## src/rtl/fetch_seq_pkg.sv

```systemverilog
// Shared types and helpers for the instruction fetch sequencer.
package fetch_seq_pkg;

  typedef enum logic [3:0] {
    S_IDLE,
    S_FETCH_AR,
    S_FETCH_REQ,
    S_FETCH_DR,
    S_FETCH_IR,
    S_DISPATCH,
    S_EXEC,
    S_HALTED,
    S_FAULT
  } state_e;

  localparam logic [5:0] HALT_OPCODE_DEF = 6'h3F;

  function automatic int wd_width(input int timeout);
    return $clog2(timeout + 1);
  endfunction

endpackage

```

## src/rtl/ack_watchdog.sv

```systemverilog
// Counts consecutive enabled (no-ack) cycles; expired marks the cycle that
// would complete ACK_TIMEOUT of them.
module ack_watchdog
  import fetch_seq_pkg::*;
#(
  parameter int ACK_TIMEOUT = 15
) (
  input  logic clk,
  input  logic rst_n,
  input  logic clear,
  input  logic enable,
  output logic expired
);

  localparam int W = wd_width(ACK_TIMEOUT);
  localparam logic [W-1:0] LIMIT = W'(ACK_TIMEOUT);

  logic [W-1:0] cnt_q, cnt_d;

  always_comb begin
    cnt_d = cnt_q;
    if (clear) begin
      cnt_d = '0;
    end else if (enable && (cnt_q != LIMIT)) begin
      cnt_d = cnt_q + 1'b1;
    end
  end

  always_ff @(posedge clk or negedge rst_n) begin
    if (!rst_n) cnt_q <= '0;
    else        cnt_q <= cnt_d;
  end

  // high while the current no-ack cycle is the last one allowed
  assign expired = enable && (cnt_q >= (LIMIT - 1'b1));

endmodule

```

## src/rtl/fetch_sequencer.sv

```systemverilog
// Fetch/dispatch control FSM: PC->AR, memory read, DR, IR, execute handshake,
// halt detection, ack watchdog and retired-instruction count.
//   state       | meaning
//   S_IDLE      | waiting for start after reset
//   S_FETCH_AR  | LDAR, arm watchdog
//   S_FETCH_REQ | mem_req until mem_ack or timeout
//   S_FETCH_DR  | LDDR + INCPC
//   S_FETCH_IR  | LDIR
//   S_DISPATCH  | halt check, exec_start + count
//   S_EXEC      | wait for exec_done
//   S_HALTED    | halt opcode seen, wait for start
//   S_FAULT     | ack timeout, only reset exits
module fetch_sequencer
  import fetch_seq_pkg::*;
#(
  parameter int                         INSTRUCTION_LEN = 6,
  parameter int                         DATA_LEN        = 16,
  parameter logic [INSTRUCTION_LEN-1:0] HALT_OPCODE     = HALT_OPCODE_DEF,
  parameter int                         ACK_TIMEOUT     = 15
) (
  input  logic                       clk,
  input  logic                       rst_n,
  input  logic                       start,
  output logic                       mem_req,
  input  logic                       mem_ack,
  input  logic [DATA_LEN-1:0]        mem_rdata,
  output logic                       LDAR,
  output logic                       INCPC,
  output logic                       LDDR,
  output logic                       LDIR,
  output logic [INSTRUCTION_LEN-1:0] ir_opcode,
  output logic                       exec_start,
  input  logic                       exec_done,
  output logic                       halted,
  output logic                       fault,
  output logic [DATA_LEN-1:0]        instr_count
);

  state_e                       state_q, state_d;
  logic [INSTRUCTION_LEN-1:0]   opcode_q, opcode_d;
  logic [DATA_LEN-1:0]          count_q, count_d;
  logic                         wd_clear, wd_enable, wd_expired;
  logic                         unused_rdata;

  assign unused_rdata = ^mem_rdata[DATA_LEN-1:INSTRUCTION_LEN];

  ack_watchdog #(.ACK_TIMEOUT(ACK_TIMEOUT)) u_watchdog (
    .clk     (clk),
    .rst_n   (rst_n),
    .clear   (wd_clear),
    .enable  (wd_enable),
    .expired (wd_expired)
  );

  always_comb begin
    state_d    = state_q;
    opcode_d   = opcode_q;
    count_d    = count_q;
    wd_clear   = 1'b0;
    wd_enable  = 1'b0;
    LDAR       = 1'b0;
    mem_req    = 1'b0;
    LDDR       = 1'b0;
    INCPC      = 1'b0;
    LDIR       = 1'b0;
    exec_start = 1'b0;
    halted     = 1'b0;
    fault      = 1'b0;
    case (state_q)
      S_IDLE: if (start) state_d = S_FETCH_AR;
      S_FETCH_AR: begin
        LDAR     = 1'b1;
        wd_clear = 1'b1;
        state_d  = S_FETCH_REQ;
      end
      S_FETCH_REQ: begin
        mem_req   = 1'b1;
        wd_enable = !mem_ack;
        // ack takes priority over a watchdog expiring in the same cycle
        if (mem_ack) begin
          opcode_d = mem_rdata[INSTRUCTION_LEN-1:0];
          state_d  = S_FETCH_DR;
        end else if (wd_expired) begin
          state_d  = S_FAULT;
        end
      end
      S_FETCH_DR: begin
        LDDR    = 1'b1;
        INCPC   = 1'b1;
        state_d = S_FETCH_IR;
      end
      S_FETCH_IR: begin
        LDIR    = 1'b1;
        state_d = S_DISPATCH;
      end
      S_DISPATCH: begin
        if (opcode_q == HALT_OPCODE) begin
          state_d = S_HALTED;
        end else begin
          exec_start = 1'b1;
          count_d    = count_q + 1'b1;
          state_d    = S_EXEC;
        end
      end
      S_EXEC: if (exec_done) state_d = S_FETCH_AR;
      S_HALTED: begin
        halted = 1'b1;
        if (start) state_d = S_FETCH_AR;
      end
      S_FAULT: fault = 1'b1;
      default: state_d = S_IDLE;
    endcase
  end

  always_ff @(posedge clk or negedge rst_n) begin
    if (!rst_n) begin
      state_q  <= S_IDLE;
      opcode_q <= '0;
      count_q  <= '0;
    end else begin
      state_q  <= state_d;
      opcode_q <= opcode_d;
      count_q  <= count_d;
    end
  end

  assign ir_opcode   = opcode_q;
  assign instr_count = count_q;

endmodule

```

## config.mk

```make
export PLATFORM = sky130hd
export DESIGN_NAME = fetch_sequencer
export DESIGN_NICKNAME = d
export VERILOG_FILES = /design/src/rtl/fetch_seq_pkg.sv /design/src/rtl/ack_watchdog.sv /design/src/rtl/fetch_sequencer.sv
export SDC_FILE = /design/constraint.sdc
export NUM_CORES = 1
export LEC_CHECK = 0
export CAP_MARGIN = 40
export CORE_ASPECT_RATIO = 2
export CORE_MARGIN = 2
export CORE_UTILIZATION = 30
export DETAILED_ROUTE_END_ITERATION = 6
export PLACE_DENSITY = 0.67
export RECOVER_POWER = 100
export SLEW_MARGIN = 20
export SYNTH_ARGS = -nofsm -noshare
export SYNTH_HDL_FRONTEND = slang
export SYNTH_SLANG_ARGS = --single-unit
```

## constraint.sdc

```tcl
create_clock -name clk -period 1.5 [get_ports clk]
set_input_delay 0.375 -clock clk [delete_from_list [all_inputs] [get_ports clk]]
set_output_delay 0.375 -clock clk [all_outputs]
set_load 0.005 [all_outputs]
```

==> impl_results.md <==
- # port buffers: 40
- Worst relative slew slack: 48.2%
- # diodes: 0
- CTS sink count: 30
- Hold depth: 1
- Wire per inst: 15.0 um
- RSZ-0062 raised after global routing: yes
- Final Hold Viols: 0
- Comb power frac: 60.2%
- Synth Net Count: 164
- Yosys cell types: 35
- Residual DRC: 0
- Final Hold Slack: 515 ps
- Fin crit share: 123%
- Share of cells above drive strength 1: 51.8%
- Worst r2r src: state_q[3]
- Clk_lat worst skew: 280 ps
- Sw Share: 35.1%
- CP Cell Sequence: buf_6 > nand4bb_4 > buf_6 > a311o_2 > nor4_4 > xor2_1
- # setup viols final: 37
- Worst Hold Class: flop to flop
- # fillers: 425
- Worst Clk Skew: 6.50 ps
- Critical R2R Capture: instr_count[15]
- Die extent in x: 54.6 um
- H-tree Lvls: 2
- Post-DRT Antenna Nets: 0
- CP Max Fanout: 4
- Syn Inst Count: 140
- Seq/Total Area, Yosys: 48.8%
- Arrival @ worst endpoint: 2040 ps
- Worst Tran Pin Value: 777 ps
- Cell area after synthesis: 1540 um^2
- Global Route Usage Sum: 17.3%
- CTS tree: yes
- Ports: 51
- Total Wirelength: 4670 um
- Longest Clk Path Bufs: 2
- Crit-path max cell delay: 420 ps
- Core Util, Final: 57.7%
- Core Box Area: 4910 um^2
- Hold_sp: u_watchdog.cnt_q[3]
- Clk pwr share: 14.4%
- Vias in the first global route: 1589
- Largest net degree at the start of global routing: 31
- # rows: 36
- Number of synthesized flops with an enable pin: 0
- GRT Residual Overflow: 0
- CTS root buffer: clkbuf_8
- P_leak: 1.41 nW
- CP Capture Type: flop
- Pins Over Slew Limit: 0
- Crit path top cell by count: buf_6
- Slowest-stage cell, CP: dfrtp_1
- Synth-to-layout area growth: 84.1%
- Predominant post-synthesis flop cell: dfrtp_1
- Switch Pwr: 1.63 mW
- Buf/Inv on CP: 2
- TritonCTS Buffers: 5
- Initial antenna violation count: 0
- Violated checks: setup timing
- Total die area: 5750 um^2
- Initial Util: 31.3%
- Crit path time final: 1840 ps
- Ys Warns: 0
- Final GP Congestion: 0.835
- Setup WS post-layout: -338 ps
- Worst reg2reg path depth: 6
- R2R setup slack: -340 ps
- Setup crit start kind: flop
- Drt pass-1 iters: 5
- Crit Path Class: flop to flop
- Post-synth ARST share: 100%
- Fmax: 544 MHz
- Total negative slack: -6940 ps
- #FFs+latches synth: 30
- Synthesized area per cell: 11.0 um^2
- Die Ht: 105 um
- Clk pin slew, worst setup/hold paths: 70 ps
- Vias/cell: 4.90
- Worst hold endpoint: u_watchdog.cnt_q[3]
- Hold Buf Count CTS: 0
- CP delay by family, top: simple AND/OR/NAND/NOR gates
- Critical path required time: 1700 ps
- Global-route wire length before repair: 7270 um
- Initial DRC count: 13
- Post-DP HPWL: 3060 um
- # Max-Cap Violations: 0
- Max VDD drop: 1.52 mV
- Routed vias: 1528
- Final #Nets: 278
- PD cells: 1640 nW/um^2
- Cell internal pwr: 3.01 mW
- Status: finished, violations left
- Register share of total power: 25.4%
## routing by layer
metal | GRT usage (%) | share of wire, % | vias up
met2 | 32.4 | 61 | 34
met3 | 3.82 | 3.0 | 11
met5 | 0 | 0 | -
li1 | - | - | 730
met1 | 16.7 | 34 | 753
met4 | 6.61 | 2.8 | 0
## final cells by class
type / instances / area, um^2 / share of cell area [%]
multi-input cells: 100 / 955 / 33.7
well taps: 57 / 71.3 / 2.52
clock buffers: 7 / 86.3 / 3.05
repair buffers: 113 / 943 / 33.3
flip-flops and latches: 30 / 757 / 26.7
clock inverters: 1 / 5.00 / 0.177
inverters: 4 / 15.0 / 0.530
## worst reg2reg max path, delay by kind of cell (launching register included)
kind                   cells  cell delay (ps)
buffers and inverters      2              280
AND/OR/NAND/NOR            2              510
flip-flops                 1              420
XOR/XNOR                   1              160
AO/OA/AOI/OAI              1              390
## flip-flops by register name, indices dropped and copies added (netlist names)
name,count
instr_count,16
ir_opcode,6
state_q,4
u_watchdog.cnt_q,4
## cells in the mapped netlist (2+ instances only)
library cell	count	share of area (%)
nand3_1	6	2.0
and3_1	2	0.81
nand4_1	10	4.1
a21oi_1	3	0.98
ha_1	3	2.4
mux2i_1	3	2.0
xnor2_1	11	6.3
dfrtp_1	30	49
nor2b_1	3	1.2
nor3_1	6	2.0
mux2_2	9	6.6
nand2_1	13	3.2
nor4_1	4	1.6
nor2_1	6	1.5
clkbuf_1	2	0.49
buf_2	2	0.65
nand2b_1	2	0.81
xor2_1	5	2.8
inv_1	4	0.98
## cells in the final DEF (no fill, tap or decap), drive strengths merged, types with 6 or more instances in the layout
cell type / Yosys / routed
mux2: 9 / 9
dfrtp: 30 / 30
nor3: 6 / 6
clkdlybuf4s50: 0 / 9
nand2: 13 / 13
xnor2: 11 / 11
nor2: 6 / 6
nand4: 10 / 10
nand3: 6 / 6
dlygate4sd2: 0 / 20
clkbuf: 2 / 16
buf: 4 / 72
## worst max-delay path by stage
stage | startpoint | to | cells past startpoint
4_1_cts | state_q[0] | LDAR | 6
3_5_place_dp | state_q[0] | LDAR | 4
3_3_place_gp | state_q[0] | fault | 3
5_1_grt | state_q[3] | instr_count[15] | 6
2_1_floorplan | state_q[3] | instr_count[11] | 5
6_report | state_q[3] | instr_count[15] | 6
## through the flow
| stage | cell area, um^2 | total power, mW | worst slack, ps | std cells |
|---|---|---|---|---|
| floorplan | 1590 | 2.07 | -88.6 | 140 |
| global placement | 2320 | 3.16 | -318 | 270 |
| detailed placement | 2320 | 3.20 | -343 | 270 |
| CTS | 2700 | 4.36 | -296 | 304 |
| global route | 2830 | 4.94 | -434 | 312 |
| finish | 2830 | 4.64 | -338 | 312 |
## power by group through the flow
stage          Clock, mW  Sequential [mW]  Combinational [mW]
2_1_floorplan          0             1.25               0.824
3_3_place_gp           0             1.25                1.91
3_5_place_dp           0             1.26                1.94
4_1_cts            0.690             1.18                2.50
5_1_grt            0.742             1.20                3.00
6_report           0.668             1.18                2.79
## repair_timing
action	in CTS	in global routing
resized for setup	90	24
setup buffers	26	9
setup endpoints to repair	54	38
pin swaps	22	21
## cell families (layout without fill, tap and decap cells)
logic type	after synthesis	in the layout	share of synthesized area (%)
compound gates	12	12	5.85
xor+xnor	16	16	9.11
fa+ha+maj	3	3	2.44
buf+inv	10	125	3.33
flops	30	30	48.8
mux	12	12	8.54
simple gates	57	57	22.0
No activity file was read; power rests on OpenSTA's default activity.
